## src/rtl/i2s_pkg.sv

```systemverilog
// Shared I2S definitions: channel encoding on lrclk, receiver FSM states and
// the bit-counter width helper.
package i2s_pkg;

   localparam logic I2S_LEFT  = 1'b0;
   localparam logic I2S_RIGHT = 1'b1;

   typedef enum logic [1:0] {
      HUNT,
      LEFT,
      RIGHT
   } i2s_state_e;

   // Counter must reach DATA_WIDTH itself (saturation value), hence +1.
   function automatic int unsigned cnt_width(input int unsigned data_width);
      return $clog2(data_width + 1);
   endfunction

endpackage

```

## src/rtl/i2s_rx_sync_edge.sv

```systemverilog
// Multi-stage synchroniser for one edge-detected line plus WIDTH plain data
// lines. The synchronised data and the rise strobe are registered together so
// that data_o holds the values seen at the same instant the edge was seen.
module sync_edge #(
   parameter int unsigned WIDTH       = 1,
   parameter int unsigned SYNC_STAGES = 2
) (
   input  logic             clk,
   input  logic             rst_n,
   input  logic             edge_i,
   input  logic [WIDTH-1:0] data_i,
   output logic [WIDTH-1:0] data_o,
   output logic             rise_o
);

   // Bit 0 carries the edge-detected line, upper bits the data lines.
   logic [WIDTH:0] stage_q [SYNC_STAGES];
   logic [WIDTH:0] sync_q;
   logic           rise_q;

   // Synchroniser chain, last-stage copy and registered rising-edge strobe.
   always_ff @(posedge clk or negedge rst_n) begin
      if (!rst_n) begin
         for (int unsigned i = 0; i < SYNC_STAGES; i++) begin
            stage_q[i] <= '0;
         end
         sync_q <= '0;
         rise_q <= 1'b0;
      end else begin
         stage_q[0] <= {data_i, edge_i};
         for (int unsigned i = 1; i < SYNC_STAGES; i++) begin
            stage_q[i] <= stage_q[i-1];
         end
         sync_q <= stage_q[SYNC_STAGES-1];
         rise_q <= stage_q[SYNC_STAGES-1][0] & ~sync_q[0];
      end
   end

   assign data_o = sync_q[WIDTH:1];
   assign rise_o = rise_q;

endmodule

```

## src/rtl/i2s_rx.sv

```systemverilog
// I2S (Philips) slave receiver: synchronises sck/lrclk/sdata into clk, shifts
// in MSB-first slots on sck rising edges and publishes a stereo frame with a
// one-clk frame_valid strobe once a LEFT+RIGHT pair has been received.
module i2s_rx
   import i2s_pkg::*;
#(
   parameter int unsigned DATA_WIDTH  = 32,
   parameter int unsigned SYNC_STAGES = 2
) (
   input  logic                  clk,
   input  logic                  rst_n,
   input  logic                  sck,
   input  logic                  lrclk,
   input  logic                  sdata,
   output logic [DATA_WIDTH-1:0] left_chan,
   output logic [DATA_WIDTH-1:0] right_chan,
   output logic                  frame_valid,
   output logic                  slot_err
);

   localparam int unsigned CW = cnt_width(DATA_WIDTH);

   logic [1:0]            rst_sync_q;
   logic                  rst_int_n;
   logic [1:0]            sync_w;
   logic                  bit_tick;
   logic                  s_lrclk;
   logic                  s_sdata;

   i2s_state_e            state_q, state_d;
   logic                  lr_prev_q, lr_prev_d;
   logic [CW-1:0]         bit_cnt_q, bit_cnt_d;
   logic [DATA_WIDTH-1:0] shift_q, shift_d;
   logic [DATA_WIDTH-1:0] left_hold_q, left_hold_d;
   logic [DATA_WIDTH-1:0] left_q, left_d;
   logic [DATA_WIDTH-1:0] right_q, right_d;
   logic                  fv_q, fv_d;
   logic                  err_q, err_d;
   logic [DATA_WIDTH-1:0] slot;
   logic                  short_slot;

   // Reset: asserted asynchronously, released synchronously to clk.
   always_ff @(posedge clk or negedge rst_n) begin
      if (!rst_n) begin
         rst_sync_q <= '0;
      end else begin
         rst_sync_q <= {rst_sync_q[0], 1'b1};
      end
   end

   assign rst_int_n = rst_sync_q[1];

   sync_edge #(
      .WIDTH       (2),
      .SYNC_STAGES (SYNC_STAGES)
   ) u_sync (
      .clk    (clk),
      .rst_n  (rst_int_n),
      .edge_i (sck),
      .data_i ({sdata, lrclk}),
      .data_o (sync_w),
      .rise_o (bit_tick)
   );

   assign s_lrclk = sync_w[0];
   assign s_sdata = sync_w[1];

   // Slot content including the current bit at its MSB-first position, and
   // whether a slot ending now would have fewer than DATA_WIDTH bits.
   always_comb begin
      slot = shift_q;
      if (bit_cnt_q < CW'(DATA_WIDTH)) begin
         for (int unsigned i = 0; i < DATA_WIDTH; i++) begin
            if (bit_cnt_q == CW'(DATA_WIDTH - 1 - i)) begin
               slot[i] = s_sdata;
            end
         end
      end
      short_slot = (bit_cnt_q < CW'(DATA_WIDTH - 1));
   end

   // Next-state / output logic: boundary handling commits slots, otherwise shift.
   always_comb begin
      state_d     = state_q;
      lr_prev_d   = lr_prev_q;
      bit_cnt_d   = bit_cnt_q;
      shift_d     = shift_q;
      left_hold_d = left_hold_q;
      left_d      = left_q;
      right_d     = right_q;
      fv_d        = 1'b0;
      err_d       = 1'b0;
      if (bit_tick) begin
         if (s_lrclk != lr_prev_q) begin
            // The bit sampled at a boundary is still the LSB of the ending slot.
            lr_prev_d = s_lrclk;
            bit_cnt_d = '0;
            shift_d   = '0;
            unique case (state_q)
               HUNT: begin
                  if (s_lrclk == I2S_LEFT) begin
                     state_d = LEFT;
                  end
               end
               LEFT: begin
                  left_hold_d = slot;
                  err_d       = short_slot;
                  state_d     = RIGHT;
               end
               RIGHT: begin
                  left_d  = left_hold_q;
                  right_d = slot;
                  fv_d    = 1'b1;
                  err_d   = short_slot;
                  state_d = LEFT;
               end
               default: state_d = HUNT;
            endcase
         end else begin
            shift_d = slot;
            if (bit_cnt_q < CW'(DATA_WIDTH)) begin
               bit_cnt_d = bit_cnt_q + 1'b1;
            end
         end
      end
   end

   // State and datapath registers.
   always_ff @(posedge clk or negedge rst_int_n) begin
      if (!rst_int_n) begin
         state_q     <= HUNT;
         lr_prev_q   <= 1'b0;
         bit_cnt_q   <= '0;
         shift_q     <= '0;
         left_hold_q <= '0;
         left_q      <= '0;
         right_q     <= '0;
         fv_q        <= 1'b0;
         err_q       <= 1'b0;
      end else begin
         state_q     <= state_d;
         lr_prev_q   <= lr_prev_d;
         bit_cnt_q   <= bit_cnt_d;
         shift_q     <= shift_d;
         left_hold_q <= left_hold_d;
         left_q      <= left_d;
         right_q     <= right_d;
         fv_q        <= fv_d;
         err_q       <= err_d;
      end
   end

   assign left_chan   = left_q;
   assign right_chan  = right_q;
   assign frame_valid = fv_q;
   assign slot_err    = err_q;

endmodule

```

## config.mk

```make
export PLATFORM = sky130hd
export DESIGN_NAME = i2s_rx
export DESIGN_NICKNAME = d
export VERILOG_FILES = /design/src/rtl/i2s_pkg.sv /design/src/rtl/i2s_rx_sync_edge.sv /design/src/rtl/i2s_rx.sv
export SDC_FILE = /design/constraint.sdc
export NUM_CORES = 1
export LEC_CHECK = 0
export CAP_MARGIN = 5
export CORE_ASPECT_RATIO = 0.8
export CORE_UTILIZATION = 34
export CTS_CLUSTER_DIAMETER = 150
export CTS_CLUSTER_SIZE = 16
export DETAILED_ROUTE_END_ITERATION = 8
export PLACE_DENSITY = 0.64
export SKIP_CTS_REPAIR_TIMING = 1
export SLEW_MARGIN = 10
export SYNTH_ARGS = -nofsm -noshare
export SYNTH_HDL_FRONTEND = slang
export SYNTH_HIERARCHICAL = 1
export SYNTH_SLANG_ARGS = --single-unit
export TNS_END_PERCENT = 50
```

## constraint.sdc

```tcl
create_clock -name clk -period 4.42 [get_ports clk]
set_input_delay 0.884 -clock clk [delete_from_list [all_inputs] [get_ports clk]]
set_output_delay 0.884 -clock clk [all_outputs]
set_load 0.02 [all_outputs]
```

==> metrics.txt <==
Max-slew headroom 27.6%; first drt pass iteration count 6; GPL Wtd Cong 0.816; FILL cells 1895; Avg Cell Area, Syn 10.5 um2; clk sink count 151; syn nets 677; Max Root-Sink Buffers 2; combinational share of power 30.8%; gate count after technology mapping 664; Setup WS post-layout 1.57 ns; most frequent cells in the layout dfrtp_1, nand2_1, clkdlybuf4s50_1; PwrDens 604 mW/mm2; Die X-Extent 162 um; Final Hold Viols 0; global-route wire length before repair 28900 um; ys async rst share 100%; leakage 0.00337 uW; standard-cell rows 46; library cells used by synthesis 51; critical path peak fanout 33; Final Cycle Share 64.6%; number of global-route vias before repair 5055; WHS Path Cells 0; port buffer count 70; Worst Setup Path Type reg2reg; final setup TNS 0 ns; total number of vias 5420; largest net degree at the start of global routing 63; CP Capture Type flop; total grt overflow 0; fraction of power consumed by sequential logic 41.4%; sw power 1740 uW; vias per inst 5.55; violation count after the first detailed-routing iteration 572; max-slew violation count 0; sequential area share after synthesis 54.1%; Clk network pwr share 27.8%; clock buffer count from CTS 17; Synth-to-Final Area Change 19.7%; commonest non-fill, non-tap cell in the layout dfrtp_1; Final nets 713; startpoint types flop; latest clock arrival within the worst-skew pair 0.43 ns; Setup Skew 0.0131 ns; H-tree depth 4; reg2reg path depth 8; Hold WC Path Type reg2reg; FMAX 350 MHz; Synth Flop Type dfrtp_1; Seq cells post-synth 151; Reg clk slew, reported paths 0.06 ns; Initial Utilization 35.0%; yosys warns 6; EDFF count, synth 0; die span in y 130 um; count of final setup violators 0; critical path arrival 3.10 ns; detailed-route DRC error count 0; antenna violations before repair 0; worst slew pin tran 1.08 ns; Diodes inserted 0; final WL 17800 um; Post-Syn Area 0.00698 mm2; CTS tree built; RSZ-0062 raised after global routing false; Worst EP required 4.67 ns; max_cap viols 0; die area 0.0211 mm2; pre-CTS setup slack 1.57 ns; layout cells sized above 1 8.42%; Core Region 0.0200 mm2; IO Pins 71; wire length per cell 18.2 um; Routed Antenna Nets 0; GRT Total Usage 17.7%; Internal 3320 uW; Switching Fraction 34.3%; CTS Root Cell clkbuf_16; post-DP HPWL 11800 um; worst vdd ir 0.328 mV; status complete, no violations; total power 5060 uW; min Tclk post-route 2.85 ns
==> power by group through the flow <==
stage               logic [uW]  clock network (uW)  registers, uW
floorplan                  606                   0           2340
finish                    1560                1400           2090
CTS                       1570                1420           2100
detailed placement        1570                   0           2120
global route              1690                1490           2150
global placement          1550                   0           2120
==> critical path: stages, from the launching register on <==
cell and delay (ns):
dfrtp_1 0.43, inv_1 0.12, ha_1 0.20, and2_1 0.13, buf_4 0.34, nand2_2 0.07, buf_4 0.30, inv_1 0.84
a31oi_1 0.19
==> worst paths after layout <==
kind	startpoint	endpoint	slack, ns
max	state_q[0]	right_chan[4]	1.57
min	u_sync/stage_q[3]	u_sync/stage_q[0]	0.35
max reg2reg	state_q[0]	right_chan[4]	1.57
min reg2reg	u_sync/stage_q[3]	u_sync/stage_q[0]	0.35
max in group asynchronous	rst_sync_q[1]	right_chan[23]	2.89
min in group asynchronous	rst_sync_q[1]	left_chan[8]	0.42
==> Yosys cell counts, drive strengths merged, types with 9 or more instances <==
cell type / n / share of area (%)
dfrtp: 151 / 54
nand2: 92 / 5.0
a21oi: 66 / 4.7
a31oi: 64 / 5.7
clkbuf: 39 / 2.1
o21ai: 36 / 2.6
mux2: 34 / 5.5
o2111ai: 32 / 4.0
o211ai: 32 / 3.4
buf: 25 / 2.3
nor2b: 10 / 1.0
nand3: 9 / 0.64
==> cell type report <==
type                            instances  area, um2  share of cell area (%)
Clock buffer                           20        447                    5.34
Clock inverter                         12        120                    1.44
Inverter                                8       30.0                   0.359
Multi-Input combinational cell        441       2870                    34.3
Sequential cell                       151       3780                    45.2
Tap cell                              264        330                    3.95
Timing Repair Buffer                   81        783                    9.37
==> registers in the layout (all words and copies together), names as in the netlist <==
name	flops
bit_cnt_q	6
frame_valid	1
left_chan	32
left_hold_q	32
lr_prev_q	1
right_chan	32
rst_sync_q	2
shift_q	32
slot_err	1
state_q	2
u_sync/rise_o	1
u_sync/stage_q	6
u_sync/sync_q	3
==> per-layer routing <==
metal  vias to the layer above  part of all wire (%)  global-route usage [%]  wire length, um
li1                       2545                     -                       -                -
met1                      2655                    49                    26.3             8690
met2                       194                    44                    25.7             7830
met3                        26                   5.3                    3.46              947
met4                         0                   1.7                    5.66              309
met5                         -                     0                       0                0
==> kinds of logic after synthesis <==
logic type	after synthesis	synth area share (%)
xor gates and xnor gates	2	0.788
other	1	0.0537
AOI/OAI and AO/OA	239	21.6
adders and majority gates	8	1.43
buffers and inverters	72	4.80
muxes	35	5.63
DFF	151	54.1
and+or+nand+nor	156	11.6
==> stage by stage <==
stage          hold WS, ns  utilization (%)  instances  cell area (um2)
2_1_floorplan        0.331                -        664             6990
3_3_place_gp         0.333             39.0        945             7800
3_5_place_dp         0.336             39.0        945             7800
4_1_cts              0.350             41.9        977             8360
5_1_grt              0.357             41.9        977             8360
6_report             0.348             41.9        977             8360
(Power assumes the default switching activity.)
